### src/rtl/mux_arb_stage.sv
// N-input registered operand multiplexer with valid/ready handshakes.
// Channels are granted by a directed index or by a rotating round-robin search.
module mux_arb_stage #(
  parameter int WIDTH  = 32,
  parameter int NUM_IN = 4,
  parameter int SEL_W  = 2
) (
  input  logic                    clk,
  input  logic                    rst,
  input  logic                    mode,
  input  logic [SEL_W-1:0]        sel,
  input  logic [NUM_IN-1:0]       in_valid,
  input  logic [NUM_IN*WIDTH-1:0] in_data,
  output logic [NUM_IN-1:0]       in_ready,
  output logic                    out_valid,
  output logic [WIDTH-1:0]        out_data,
  output logic [SEL_W-1:0]        out_src,
  input  logic                    out_ready
);

  logic             load_ok;
  logic             found;
  logic             transfer;
  logic             dir_found;
  logic             rr_found;
  logic [SEL_W-1:0] grant;
  logic [SEL_W-1:0] rr_grant;
  logic [SEL_W-1:0] rr_ptr;
  logic [SEL_W-1:0] rr_idx;
  logic [WIDTH-1:0] grant_data;

  // An out-of-range sel matches no channel, so it never finds a source.
  always_comb begin
    dir_found = 1'b0;
    for (int i = 0; i < NUM_IN; i++) begin
      dir_found = dir_found | ((sel == SEL_W'(i)) & in_valid[i]);
    end
  end

  // Search starts just past the last granted channel and wraps.
  always_comb begin
    rr_found = 1'b0;
    rr_grant = rr_ptr;
    rr_idx   = '0;
    for (int k = 1; k <= NUM_IN; k++) begin
      rr_idx = SEL_W'((int'(rr_ptr) + k) % NUM_IN);
      if (!rr_found && in_valid[rr_idx]) begin
        rr_found = 1'b1;
        rr_grant = rr_idx;
      end else begin
        rr_found = rr_found;
      end
    end
  end

  always_comb begin
    if (mode) begin
      grant = rr_grant;
      found = rr_found;
    end else begin
      grant = sel;
      found = dir_found;
    end
  end

  assign load_ok  = !out_valid | out_ready;
  assign transfer = load_ok & found;

  always_comb begin
    in_ready   = '0;
    grant_data = '0;
    for (int i = 0; i < NUM_IN; i++) begin
      in_ready[i] = transfer & (grant == SEL_W'(i));
      grant_data  = grant_data | (in_data[i*WIDTH +: WIDTH] & {WIDTH{grant == SEL_W'(i)}});
    end
  end

  // Output register: a new word may replace the held one in the same cycle it drains.
  always_ff @(posedge clk or posedge rst) begin
    if (rst) begin
      out_valid <= 1'b0;
      out_data  <= '0;
      out_src   <= '0;
    end else if (transfer) begin
      out_valid <= 1'b1;
      out_data  <= grant_data;
      out_src   <= grant;
    end else if (out_ready) begin
      out_valid <= 1'b0;
    end
  end

  // Pointer resets to the last channel so channel 0 wins the first rotation.
  always_ff @(posedge clk or posedge rst) begin
    if (rst) begin
      rr_ptr <= SEL_W'(NUM_IN - 1);
    end else if (transfer && mode) begin
      rr_ptr <= grant;
    end
  end

endmodule
### config.mk
export PLATFORM = sky130hd
export DESIGN_NAME = mux_arb_stage
export DESIGN_NICKNAME = d
export VERILOG_FILES = /design/src/rtl/mux_arb_stage.sv
export SDC_FILE = /design/constraint.sdc
export NUM_CORES = 1
export LEC_CHECK = 0
export ABC_AREA = 0
export BUFFER_PORTS_ARGS = -buffer_cell sky130_fd_sc_hd__buf_2
export CAP_MARGIN = 20
export CORE_ASPECT_RATIO = 1.4
export CORE_UTILIZATION = 38
export DETAILED_ROUTE_END_ITERATION = 8
export HOLD_SLACK_MARGIN = 0.15
export PLACE_DENSITY = 0.7
export SLEW_MARGIN = 20
export SYNTH_ARGS = -nofsm -noshare
export SYNTH_HDL_FRONTEND = slang
export SYNTH_SLANG_ARGS = --single-unit
### constraint.sdc
create_clock -name clk -period 6.6 [get_ports clk]
set_input_delay 0.33 -clock clk [delete_from_list [all_inputs] [get_ports clk]]
set_output_delay 0.33 -clock clk [all_outputs]
set_load 0.02 [all_outputs]
== After elaboration in Yosys (flattened, before gate mapping) ==
Index checks and enable logic that the tools add are counted.
Storage, ports and cells
  output and inout bits: 39
  input bits: 138
  flip-flop bits (word level): 37
  logic and storage cells: 69
Operators by class
  eq/ne operators: 6
  bitwise gates (word level): 20
  $lt $le $gt $ge: 4
  reduce and logical (&&, ||, !) cells: 11
  add/sub/neg operators: 4
  mux-type cells: 20
Operator list (number)
  bitwise AND 32 bit: 4
  bitwise OR 32 bit: 3
  less-than comparator 2 x 3 -> 1 bit, second input constant: 4
  two-way mux 1 bit: 11
  two-way mux 2 bit: 5
  bitwise AND 1 bit: 9
  binary-select mux 1 bit (select 2 bit): 4
  equality test 2 bit, second input constant: 4
  adder 2 x 1 -> 2 bit, second input constant: 2
  adder 2 bit, second input constant: 2
  equality test 2 x 1 -> 1 bit, second input constant: 2
  logical AND 1 bit: 4
  logical NOT 1 bit: 4
  logical NOT 2 bit: 2
  bitwise OR 1 bit: 4
  nonzero test 2 bit: 1

== Logic depth before layout (Yosys ltp) ==
  word-level depth: 19
  depth in mapped cells: 9
  mapped depth without buffers: 6

== Least setup slack after synthesis ==
No wires, ideal clock.
  kind: register to output
  start point: reg rr_ptr[1]
  end point: out in_ready[3]
  required time: 6.270 ns
  path buffers: 3
  data arrival time: 2.023 ns
  cell stages (with the launch flop): 9
  slack: 4.247 ns
  path through: dfstp_2 -> buf_4 -> mux2i_1 -> a221oi_1 -> and2_1 -> buf_2 -> nor3_4 -> clkbuf_1 -> and2_1
On the way
  cells in the longest elaborated chain, start to end: 16
  elaborated cells between the ends (all ways): 31
  those cells by class: add/sub: 4; eq/ne: 1; mux: 18; bitwise: 2; reduce/logical: 6
RTL lines
  start, declared: RTL line 28  | logic [SEL_W-1:0] rr_ptr;
  start signal, assigned: RTL line 96  | rr_ptr <= SEL_W'(NUM_IN - 1);
  start signal, assigned: RTL line 98  | rr_ptr <= grant;
  adder 2 x 1 -> 2 bit: RTL line 46  | rr_idx = SEL_W'((int'(rr_ptr) + k) % NUM_IN);
  binary-select mux 1 bit (select 2 bit): RTL line 47  | if (!rr_found && in_valid[rr_idx]) begin
  two-way mux 1 bit (implied by the code): RTL line 47
  two-way mux 1 bit: RTL line 47
  logical NOT 1 bit: RTL line 47
  logical AND 1 bit: RTL line 47
  two-way mux 1 bit: RTL line 47
  logical NOT 1 bit: RTL line 47
  logical AND 1 bit: RTL line 47
  two-way mux 1 bit: RTL line 47
  logical NOT 1 bit: RTL line 47
  logical AND 1 bit: RTL line 47
  two-way mux 2 bit or two-way mux 1 bit (tied branches): RTL line 47
  two-way mux 2 bit or two-way mux 1 bit (tied branches): RTL line 57  | if (mode) begin
  equality test 2 bit or bitwise AND 1 bit (tied branches): RTL line 73, 67
  bitwise AND 1 bit (*): RTL line 73  | in_ready[i] = transfer & (grant == SEL_W'(i));
  end, declared: RTL line 14  | output logic [NUM_IN-1:0] in_ready,
Every way passes the cells marked *; elsewhere a longest branch is shown, timed or not. The select of a mux whose other input is x is not followed.

== Worst setup path after layout ==
  start point: reg rr_ptr[0]
  end point: out in_ready[2]
Same word-level chain as after synthesis.

==> flow_metrics.py <==
metrics = {
    "grt": {
        "grt_antenna_before_repair": 0,
        "grt_pass1_vias": 3398,
        "grt_start_max_net_pins": 45,
        "grtUsageTotal": 0.2262,
        "gr-total-overflow": 0,
        "grt_pass1_wl_um": 15860,
    },
    "setup_path": {
        "start_kind": "flip-flop",
        "path_max_fanout": 27,
        "crit_arrival_ns": 2.86,
        "setup.worst_path.end_class": "output port",
        "cp.required_ns": 6.27,
        "worstSetupPathType": "reg -> out",
    },
    "clocking": {
        "postCtsHoldBufs": 0,
        "ctsResizeCount": 0,
        "cts_tree": "built",
        "root_buffer": "clkbuf_16",
        "cts-buffers-inserted": 5,
        "htree_levels": 2,
        "clk_latency_ns": 0.27,
        "cts.sinks": 37,
        "clockBufferDepth": 2,
        "cts.clk_slew.worst_paths_ns": 0.05,
        "post_cts_buffers": 0,
    },
    "logic_synthesis": {
        "syn_area_sq_mm": 0.003233,
        "synthCells": 351,
        "synthesis.nets": 489,
        "synth_edf_count": 0,
        "synth_cell_type_count": 46,
        "synthFlopType": "dfrtp_1",
        "ys_ff_latch": 37,
        "async_flop_share": 1.000,
        "synth_area_leaders": "dfrtp_1 27%, mux2i_1 11%, a221oi_2 7.9%",
        "synth.avg_cell_area_sq_um": 9.211,
        "ys_seq_area_frac": 0.2872,
        "ys_warn_count": 0,
        "yosysTopAreaCellShare": 0.2709,
        "synth_largest_area_cell": "dfrtp_1",
    },
    "sta": {
        "setup-violations-final": 0,
        "fin_crit_ns": 3.192,
        "rsz0062_at_grt": "no",
        "report.final.slew_viol_count": 0,
        "clock.fmax_mhz": 313.3,
        "setup-tns-final_ns": 0,
        "hold_viol": 0,
        "timing.slew.headroom": 0.4353,
        "fin_worst_skew_ns": 0.002354,
        "tightest_slew_ns": 0.8470,
        "period_share": 0.4836,
    },
    "route": {
        "ant_nets": 0,
        "drt_wl_total_um": 9627,
        "first_pass_iters": 4,
        "wl_per_cell_um": 15.73,
        "initialDrtViolationCount": 204,
        "via_per_inst": 5.459,
        "drc": 0,
        "via_count": 3341,
    },
    "power_and_ir_drop": {
        "p_leak_uw": 0.002032,
        "p_per_area_mw_per_mm2": 326.3,
        "total_power_uw": 1398,
        "ir_worst_vdd_mv": 0.1611,
    },
    "layout": {
        "fin_cells": 612,
        "diodes": 0,
        "design_area_sq_mm": 0.004283,
        "drive_above_1_share": 0.4863,
        "synthToLayoutAreaGrowth_pct": 32.47,
        "fin_nets": 648,
    },
    "place": {
        "dp_cells": 605,
        "post_dp_cell_area_sq_mm": 0.004140,
        "gp_congestion": 0.8112,
        "place_hpwl_um": 7445,
        "io_buffers": 176,
    },
    "floorplan": {
        "dieWidth_um": 79.96,
        "io_pins": 177,
        "die_area_sq_mm": 0.008886,
        "initial_core_util": 0.3944,
        "die_h_um": 111.1,
        "fp.coreArea_sq_mm": 0.008198,
        "row_count": 39,
    },
    "worst_hold_path": {
        "min_path_type": "in -> async",
    },
    "status": {
        "status": "finished clean",
    },
    "run": {
        "drv_cap": 0,
    },
}
-- where the power goes --
part           internal (uW)  total (uW)  switching [uW]
sequential               317         380            62.6
clock                    148         229            81.0
combinational            351         789             437
-- cell families (layout without fill, tap and decap cells) --
family	count (synthesis)	after routing	synth area share
and+or+nand+nor	125	125	0.1769
AOI/OAI and AO/OA	84	84	0.2233
muxes	69	69	0.2546
DFF	37	37	0.2872
buffers and inverters	36	195	0.05805
-- layout by cell type (no fill, tap or decap), drive strengths merged, types with 3 or more instances in the layout --
| cell | netlist | final |
|---|---|---|
| nor2b | 4 | 4 |
| dfrtp | 35 | 35 |
| buf | 18 | 183 |
| a221oi | 32 | 32 |
| nand2b | 10 | 10 |
| mux2 | 32 | 32 |
| mux2i | 35 | 35 |
| a21oi | 5 | 5 |
| and2 | 5 | 5 |
| o21ai | 5 | 5 |
| inv | 5 | 4 |
| clkbuf | 13 | 7 |
| nor2 | 67 | 67 |
| nand2 | 28 | 28 |
| a31oi | 33 | 33 |
| nor3 | 3 | 3 |
-- worst max-delay path, cell delays in order, from the launching register on --
cell and delay (ns):
dfstp_2 0.65, o21ai_0 0.14, a21oi_1 0.30, or3_2 0.76, o2bb2a_1 0.42, nor2b_1 0.15, buf_2 0.17
-- metrics by stage --
step                      utilization  setup slack [ns]  hold slack (ns)
after floorplan                     -             4.247           0.4801
after global placement         0.5050             3.810           0.4638
after CTS                      0.5224             3.408           0.1769
after detailed placement       0.5050             3.699           0.4678
final                          0.5224             3.408           0.1508
after global routing           0.5224             3.262           0.2181
-- layout make-up --
cell class | instances | area [sq um]
clock buffer | 7 | 142.6
tap | 102 | 127.6
multi-input combinational | 278 | 2132
inverter | 5 | 18.77
fill | 773 | 3915
timing repair buffer | 183 | 933.4
sequential | 37 | 928.4
-- flip-flops by register name (all words and copies together) (netlist names) --
register and cells:
out_data 32, out_src 2, rr_ptr 2, out_valid 1
-- worst paths after layout --
check | to | cells past startpoint | start | slack [ns]
setup / recovery | in_ready[2] | 6 | rr_ptr[0]$_DFFE_PP1P_ | 3.41
hold / removal | out_data[16]$_DFFE_PP0N_ | 3 | rst | 0.15
setup reg to reg | out_data[30]$_DFFE_PP0N_ | 6 | rr_ptr[0]$_DFFE_PP1P_ | 3.80
hold reg to reg | out_data[7]$_DFFE_PP0N_ | 1 | out_data[7]$_DFFE_PP0N_ | 0.52
max in group asynchronous | rr_ptr[0]$_DFFE_PP1P_ | 3 | rst | 6.09
min in group clk | out_data[9]$_DFFE_PP0N_ | 3 | in_data[105] | 0.30
-- per-layer routing --
metal,up-vias,part of all wire,track usage
met2,115,0.54,0.4222
met1,1584,0.39,0.2437
met5,-,0,0
met3,20,0.051,0.03786
met4,0,0.026,0.09167
li1,1622,-,-
-- synthesized netlist by cell type, drive strengths merged, types with 2 or more instances --
library cell and number:
a31oi 33, buf 18, a221oi 32, nor3 3
dfrtp 35, dfstp 2, mux2i 35, a21oi 5
nor2b 4, mux4 2, inv 5, nor2 67
nand2 28, nand2b 10, and2 5, mux2 32
clkbuf 13, o21ai 5
(Power assumes the default switching activity.)
